$ cat src/rtl/led_matrix_pkg.sv
// Shared mode encodings and width helper for the LED matrix scanner.
package led_matrix_pkg;

  localparam logic [1:0] MODE_STATIC   = 2'b00;
  localparam logic [1:0] MODE_SCROLL_L = 2'b01;
  localparam logic [1:0] MODE_SCROLL_R = 2'b10;
  localparam logic [1:0] MODE_BLANK    = 2'b11;

  // Counter/address width for a range of n values, never narrower than 1 bit.
  function automatic int calcAw(input int n);
    return (n <= 2) ? 1 : $clog2(n);
  endfunction

endpackage

$ cat src/rtl/scan_prescaler.sv
// Free-running divide-by-DIV counter; tick is high in the last cycle of each period.
module scan_prescaler #(
  parameter int DIV = 1000
) (
  input  logic clk,
  input  logic rst,
  output logic tick
);

  localparam int CW = $clog2(DIV);

  logic [CW-1:0] r_cnt;

  always_ff @(posedge clk) begin
    if (rst) begin
      r_cnt <= '0;
    end else if (r_cnt == CW'(DIV - 1)) begin
      r_cnt <= '0;
    end else begin
      r_cnt <= r_cnt + 1'b1;
    end
  end

  assign tick = (r_cnt == CW'(DIV - 1));

endmodule

$ cat src/rtl/led_matrix_scanner.sv
// Column-scan driver for a ROWS x COLS LED matrix with a scrollable MSG_COLS pattern memory.
// Define LED_MATRIX_DIM_EN to add the 4-bit duty input for PWM row dimming.
module led_matrix_scanner
  import led_matrix_pkg::*;
#(
  parameter  int ROWS       = 5,
  parameter  int COLS       = 7,
  parameter  int MSG_COLS   = 16,
  parameter  int SCAN_DIV   = 1000,
  parameter  int SCROLL_DIV = 64,
  localparam int AW         = calcAw(MSG_COLS)
) (
  input  logic            clk,
  input  logic            rst,
  input  logic [1:0]      mode,
  input  logic            wr_en,
  input  logic [AW-1:0]   wr_addr,
  input  logic [ROWS-1:0] wr_data,
`ifdef LED_MATRIX_DIM_EN
  input  logic [3:0]      duty,
`endif
  output logic [COLS-1:0] col_n,
  output logic [ROWS-1:0] row_data,
  output logic            frame_start,
  output logic [AW-1:0]   offset
);

  localparam int CW = calcAw(COLS);
  localparam int FW = calcAw(SCROLL_DIV);

  logic            w_tick;
  logic            w_frameEnd;
  logic            w_scrollStep;
  logic            w_wrValid;
  logic            w_rowOn;
  logic [AW-1:0]   w_dispAddr;
  logic [ROWS-1:0] w_rowRaw;

  logic            r_slotFirst;
  logic [CW-1:0]   r_colIdx;
  logic [FW-1:0]   r_frameCnt;
  logic [AW-1:0]   r_offset;
  logic [ROWS-1:0] r_mem [MSG_COLS];

  scan_prescaler #(.DIV(SCAN_DIV)) u_slotDiv (
    .clk  (clk),
    .rst  (rst),
    .tick (w_tick)
  );

  assign w_frameEnd   = w_tick && (r_colIdx == CW'(COLS - 1));
  assign w_scrollStep = w_frameEnd && (r_frameCnt == FW'(SCROLL_DIV - 1));
  assign w_wrValid    = wr_en && (32'(wr_addr) < 32'(MSG_COLS));
  assign offset       = r_offset;

  always_comb begin
    w_dispAddr = AW'((32'(r_offset) + 32'(r_colIdx)) % 32'(MSG_COLS));
  end

  // A write landing on the displayed column is forwarded so it shows without an extra cycle.
  assign w_rowRaw = (w_wrValid && (wr_addr == w_dispAddr)) ? wr_data : r_mem[w_dispAddr];

`ifdef LED_MATRIX_DIM_EN
  logic [3:0] r_pwmCnt;

  always_ff @(posedge clk) begin
    if (rst) begin
      r_pwmCnt <= '0;
    end else begin
      r_pwmCnt <= r_pwmCnt + 1'b1;
    end
  end

  assign w_rowOn = (r_pwmCnt < duty) || (duty == 4'hF);
`else
  assign w_rowOn = 1'b1;
`endif

  always_ff @(posedge clk) begin
    if (rst) begin
      r_slotFirst <= 1'b1;
      r_colIdx    <= '0;
      r_frameCnt  <= '0;
      r_offset    <= '0;
    end else begin
      r_slotFirst <= w_tick;
      if (w_tick) begin
        r_colIdx <= (r_colIdx == CW'(COLS - 1)) ? '0 : r_colIdx + 1'b1;
      end
      if (w_frameEnd) begin
        r_frameCnt <= (r_frameCnt == FW'(SCROLL_DIV - 1)) ? '0 : r_frameCnt + 1'b1;
      end
      if (w_scrollStep && mode == MODE_SCROLL_L) begin
        r_offset <= (r_offset == AW'(MSG_COLS - 1)) ? '0 : r_offset + 1'b1;
      end else if (w_scrollStep && mode == MODE_SCROLL_R) begin
        r_offset <= (r_offset == '0) ? AW'(MSG_COLS - 1) : r_offset - 1'b1;
      end
    end
  end

  always_ff @(posedge clk) begin
    if (rst) begin
      for (int i = 0; i < MSG_COLS; i++) begin
        r_mem[i] <= '0;
      end
    end else if (w_wrValid) begin
      r_mem[wr_addr] <= wr_data;
    end
  end

  // Blank mode only masks the drivers; the scan position keeps advancing underneath.
  always_ff @(posedge clk) begin
    if (rst) begin
      col_n       <= '1;
      row_data    <= '0;
      frame_start <= 1'b0;
    end else begin
      frame_start <= r_slotFirst && (r_colIdx == '0);
      if (mode == MODE_BLANK) begin
        col_n    <= '1;
        row_data <= '0;
      end else begin
        col_n    <= ~(COLS'(1) << r_colIdx);
        row_data <= w_rowOn ? w_rowRaw : '0;
      end
    end
  end

endmodule

$ cat config.mk
export PLATFORM = sky130hd
export DESIGN_NAME = led_matrix_scanner
export DESIGN_NICKNAME = d
export VERILOG_FILES = /design/src/rtl/led_matrix_pkg.sv /design/src/rtl/scan_prescaler.sv /design/src/rtl/led_matrix_scanner.sv
export SDC_FILE = /design/constraint.sdc
export NUM_CORES = 1
export LEC_CHECK = 0
export BUFFER_PORTS_ARGS = -buffer_cell sky130_fd_sc_hd__buf_4
export CAP_MARGIN = 10
export CORE_ASPECT_RATIO = 1.75
export CORE_MARGIN = 1
export CORE_UTILIZATION = 55
export CTS_CLUSTER_SIZE = 10
export DETAILED_ROUTE_END_ITERATION = 16
export MAX_ROUTING_LAYER = met4
export PLACE_DENSITY = 0.73
export SYNTH_ARGS = -nofsm -noshare
export SYNTH_HDL_FRONTEND = slang
export SYNTH_SLANG_ARGS = --single-unit
$ cat constraint.sdc
create_clock -name clk -period 3.9 [get_ports clk]
set_clock_uncertainty 0.2 [all_clocks]
set_input_delay 0.195 -clock clk [delete_from_list [all_inputs] [get_ports clk]]
set_output_delay 0.195 -clock clk [all_outputs]
set_load 0.01 [all_outputs]
# Word level (Yosys, flattened, before mapping)
# Memories as Yosys holds them, arrays and structs flattened. A register that Yosys moved wholly into a read port is not among the register bits.
# Cells that the tools add are included.
[totals]
memories = 1
regBits = 32
ram_bits = 80
output_inout_bits = 17
word_cells = 48
[mem_list]
columns = ["memory", "words", "word_bits", "rd", "rd_clocked_by_memory_dff", "wr", "line_no", "rtl"]
rows = [
  ["r_mem", 16, 5, 1, 1, 16, "led_matrix_scanner.sv:43", "logic [ROWS-1:0] r_mem [MSG_COLS];"],
]
[classes]
n_bitwise = 1
muxes = 14
reduce_logical = 11
n_eq_ne = 7
n_addsub = 6
shifts = 1
[ops]
columns = ["cell", "count"]
rows = [
  ["2-to-1 mux 4 bit", 5],
  ["adder 10 x 1 -> 10 bit (second input constant)", 1],
  ["== test 10 bit (second input constant)", 1],
  ["inverter 7 bit", 1],
  ["<< shifter 1 x 3 -> 7 bit (first input constant)", 1],
  ["adder 6 x 1 -> 6 bit (second input constant)", 1],
  ["== test 6 bit (second input constant)", 1],
  ["2-to-1 mux 1 bit", 6],
  ["2-to-1 mux 6 bit", 1],
  ["logical AND 1 bit", 5],
  ["2-to-1 mux 5 bit", 1],
  ["OR reduction 5 bit", 1],
  ["adder 4 x 1 -> 4 bit (second input constant)", 1],
  ["adder 4 x 3 -> 4 bit", 1],
  ["== test 2 bit (second input constant)", 2],
  ["== test 4 bit (second input constant)", 1],
  ["zero test 4 bit", 1],
  ["OR reduction 2 bit", 2],
  ["subtractor 4 x 1 -> 4 bit (second input constant)", 1],
  ["adder 3 x 1 -> 3 bit (second input constant)", 1],
  ["== test 3 bit (second input constant)", 1],
  ["zero test 3 bit", 1],
  ["2-to-1 mux 3 bit", 1],
  ["== test 2 x 1 -> 1 bit (second input constant)", 1],
  ["nonzero test 2 bit", 1],
]

# Depth between registers and ports, before layout
[logic_depth]
depth_word = 6
depth_mapped = 7
depth_no_buf = 7

# Hierarchy
# From an unflattened synthesis, not the netlist that was laid out.
[unflattened]
hier_cells = 468
hier_area_um2 = 5629.1
[modules_own_cells]
columns = ["mod", "cells_per_inst", "instances", "area_per_inst_um2"]
rows = [
  ["led_matrix_scanner", 412, 1, 5138.7],
  ["scan_prescaler", 56, 1, 490.5],
]

# Worst setup path before layout
# OpenSTA, ideal clock, no wires.
[synth_path]
path_type = "reg2reg"
startpoint = "register r_offset[0], in the netlist offset[0]"
endpoint = "register row_data[0], read port of r_mem"
slack_ps = 1341
path_stages_with_launch = 8
setup_time_ps = 117
synth_period_minus_slack_ps = 2559
arrival_ps = 2242
path_cell_list = "dfxtp_1 -> ha_1 -> fa_1 -> buf_1 -> mux4_2 -> nand2_1 -> nand3_1 -> a32o_1"
[synth_between]
elab_chain_cells = 1
[synth_rtl]
columns = ["element", "line_no", "rtl"]
rows = [
  ["from (decl)", "led_matrix_scanner.sv:42", "logic [AW-1:0] r_offset;"],
  ["from (signal assigned)", "led_matrix_scanner.sv:94", "r_offset <= (r_offset == AW'(MSG_COLS - 1)) ? '0 : r_offset + 1'b1;"],
  ["from (signal assigned)", "led_matrix_scanner.sv:96", "r_offset <= (r_offset == '0) ? AW'(MSG_COLS - 1) : r_offset - 1'b1;"],
  ["adder 4 x 3 -> 4 bit", "led_matrix_scanner.sv:57", "w_dispAddr = AW'((32'(r_offset) + 32'(r_colIdx)) % 32'(MSG_COLS));"],
  ["to (decl)", "led_matrix_scanner.sv:23", "output logic [ROWS-1:0] row_data,"],
]
# No other way between the ends.
# A chain may end at the register's enable or synchronous reset.

# Final worst setup path
[layout_path]
startpoint = "register r_offset[0], in the netlist offset[0]"
endpoint = "register row_data[3], read port of r_mem"
# The elaborated chain is that of the path after synthesis.

==> results.json <==
{
  "syn_nets": 482,
  "drcViolationCount": 0,
  "wirelength_um": 12200,
  "post_cts_resized": 0,
  "die_area_um2": 10500,
  "fmax_ghz": 0.320,
  "die_h_um": 135,
  "synth-edff-count": 80,
  "p_sw_share_pct": 22.6,
  "cts_tree": "yes",
  "drtIter0Drc": 283,
  "cts_sinks": 117,
  "antenna_found_initial": 0,
  "reg2reg_slack_ps": 780,
  "drt_pass1_iterations": 5,
  "n_antenna_cell": 0,
  "async_reset_ff_share_pct": 0,
  "insertion_delay_ps": 410,
  "ys_types": 47,
  "fillers": 755,
  "synth_area_per_cell_um2": 12.1,
  "power.internal_w": 0.00229,
  "vias_per_cell": 5.78,
  "netlist_top_cells_count": "and2_1, edfxtp_1, dfxtp_1, nand2_1, nor2_1",
  "fin_setup_tns_ps": 0,
  "synth_ff_type": "edfxtp_1",
  "die_x_um": 77.9,
  "yosysWarnings": 0,
  "gp_congestion": 0.867,
  "p_per_area_nw_per_um2": 457,
  "worst_slew_pin_slew_ps": 1010,
  "pwr-share-clk_pct": 47.8,
  "hold_viol": 0,
  "r2r_start": "offset[0]",
  "vdd_drop_max_mv": 0.374,
  "postRouteAntennaNets": 0,
  "wl_per_cell_um": 19.2,
  "synth_top_area_share_pct": 43.3,
  "row_count": 48,
  "share_comb_of_total_power_pct": 4.7,
  "area_delta_synth_final_pct": 16.8,
  "grt_setup_unrepaired": "false",
  "regArea_um2": 3140,
  "dpl.cell_count": 595,
  "crit_required_ps": 4000,
  "multiInputGateArea_um2": 2290,
  "grt_pass1_wl_um": 19400,
  "fin_cells": 634,
  "ys_ff_latch": 117,
  "post-synth-top-count-cell": "and2_1",
  "initial_core_util_pct": 56.3,
  "r2r_cells": 6,
  "worst_ep_arrival_time_ps": 3230,
  "final-max-slew-violation-count": 0,
  "hold_depth": 4,
  "grt_max_degree": 38,
  "power.share.sequential_pct": 47.5,
  "clock_path_buffers": 2,
  "yosysTopAreaCell": "edfxtp_1",
  "synth.area.top_cells": "edfxtp_1, dfxtp_1, and2_1",
  "min_from": "mode[0]",
  "r2r_end": "row_data[3]",
  "tritoncts.num_buffers": 17,
  "min_path_type": "input pin to flip-flop",
  "cts_htree_levels": 4,
  "status": "complete, no violations",
  "synth_seq_area_share_pct": 56.7,
  "hold_path_end": "offset[1]",
  "drive_gt1_share_pct": 20.6,
  "grt_usage_pct": 26.5,
  "dr_total_vias": 3666,
  "setup_viol": 0,
  "p_leak_nw": 2.40,
  "portBuffers": 30,
  "crit_path_max_fanout": 11,
  "synth_area_um2": 5550,
  "critPathLaunchType": "flip-flop",
  "synthCells": 459,
  "relSlewSlack_pct": 32.5,
  "cts-root-buf": "clkbuf_16",
  "ios": 31,
  "fin_crit_ps": 3120,
  "grt_pass1_vias": 3798,
  "switchingPower_w": 0.000669,
  "core_area_um2": 9850,
  "dp_hpwl_um": 8690,
  "grt_overflow": 0,
  "worst-setup-path-type": "flip-flop to flip-flop",
  "clk_pin_slew_ps": 60,
  "layout.nets": 519,
  "period_share_pct": 80.1,
  "end_kind": "flip-flop",
  "maxCapViolations": 0
}
## placed cells by master (no fill, tap or decap), types with 3 or more instances in the layout
cell type / instances
a21oi_1: 10
a32o_1: 6
and2_1: 81
and3_1: 3
buf_4: 32
clkbuf_16: 18
clkinv_2: 3
clkinv_4: 3
clkinvlp_4: 4
dfxtp_1: 37
dlygate4sd3_1: 7
edfxtp_1: 80
ha_1: 8
inv_1: 5
inv_6: 3
mux4_2: 20
nand2_1: 36
nand2b_1: 5
nand3_1: 23
nor2_1: 35
nor2b_1: 5
nor3_1: 10
o21ai_0: 8
or2_2: 16
or3_1: 3
xnor2_1: 9
xor2_1: 10
## routing by layer
layer | global-route usage [%] | vias to the layer above | part of all wire (%)
li1 | - | 1716 | -
met1 | 26.5 | 1784 | 35
met2 | 47.7 | 125 | 56
met3 | 4.80 | 41 | 4.4
met4 | 15.2 | 0 | 4.4
met5 | - | - | 0
## critical path, stage by stage (launching register included)
cell and delay, ps:
dfxtp_1 380, ha_1 270, fa_1 420, xnor2_1 810, xnor2_1 260, o31a_1 400
a32o_1 280
## sequential cells by signal, indices dropped and copies added, names as in the netlist
name,flops
u_slotDiv.r_cnt,10
r_frameCnt,6
row_data,5
frame_start,1
col_n,7
r_colIdx,3
r_mem,80
offset,4
r_slotFirst,1
## worst max path at each step
stage          slack [ps]       from          end  cells past startpoint
2_1_floorplan        1340  offset[0]  row_data[0]                      7
3_3_place_gp          980  offset[0]  row_data[3]                      6
3_5_place_dp          830  offset[0]  row_data[3]                      6
6_report              780  offset[0]  row_data[3]                      6
5_1_grt               560  offset[0]  row_data[3]                      6
4_1_cts               810  offset[0]  row_data[3]                      6
## power groups by stage
stage,Combinational (W),Sequential (W),Clock [W]
after floorplan,0.0000802,0.00142,0
after global placement,0.000128,0.00143,0
after detailed placement,0.000132,0.00143,0
after CTS,0.000138,0.00141,0.00143
after global routing,0.000149,0.00141,0.00147
final,0.000138,0.00141,0.00141
## cell families after synthesis
kind of cell	synth area share, %
XOR/XNOR	3.41
buffers and inverters	1.94
flip-flops	56.7
AND/OR/NAND/NOR	23.2
adder cells (fa/ha/maj)	2.17
multiplexers	8.12
AO/OA/AOI/OAI	4.51
## metrics by stage
stage / worst slack, ps / util [%] / hold WS (ps) / area, µm² / power, W
finish: 777 / 65.7 / 36.0 / 6470 / 0.00296
global route: 558 / 65.7 / 47.9 / 6470 / 0.00303
CTS: 808 / 65.7 / 18.6 / 6470 / 0.00298
detailed placement: 826 / 59.4 / 264 / 5850 / 0.00156
global placement: 981 / 59.4 / 246 / 5850 / 0.00156
floorplan: 1340 / - / 121 / 5550 / 0.00150
## final cells by class
type	count	area share [%]
tap	125	2.42
multi-input combinational	316	35.4
timing repair buffer	39	4.79
clock buffer	18	6.96
sequential	117	48.5
inverter	5	0.290
clock inverter	14	1.57
## timing repair
| action | in CTS | in global routing |
|---|---|---|
| setup buffers | 0 | 0 |
| hold endpoints to repair | 14 | 0 |
| hold buffers | 7 | 0 |
No activity file was read; power rests on OpenSTA's default activity.
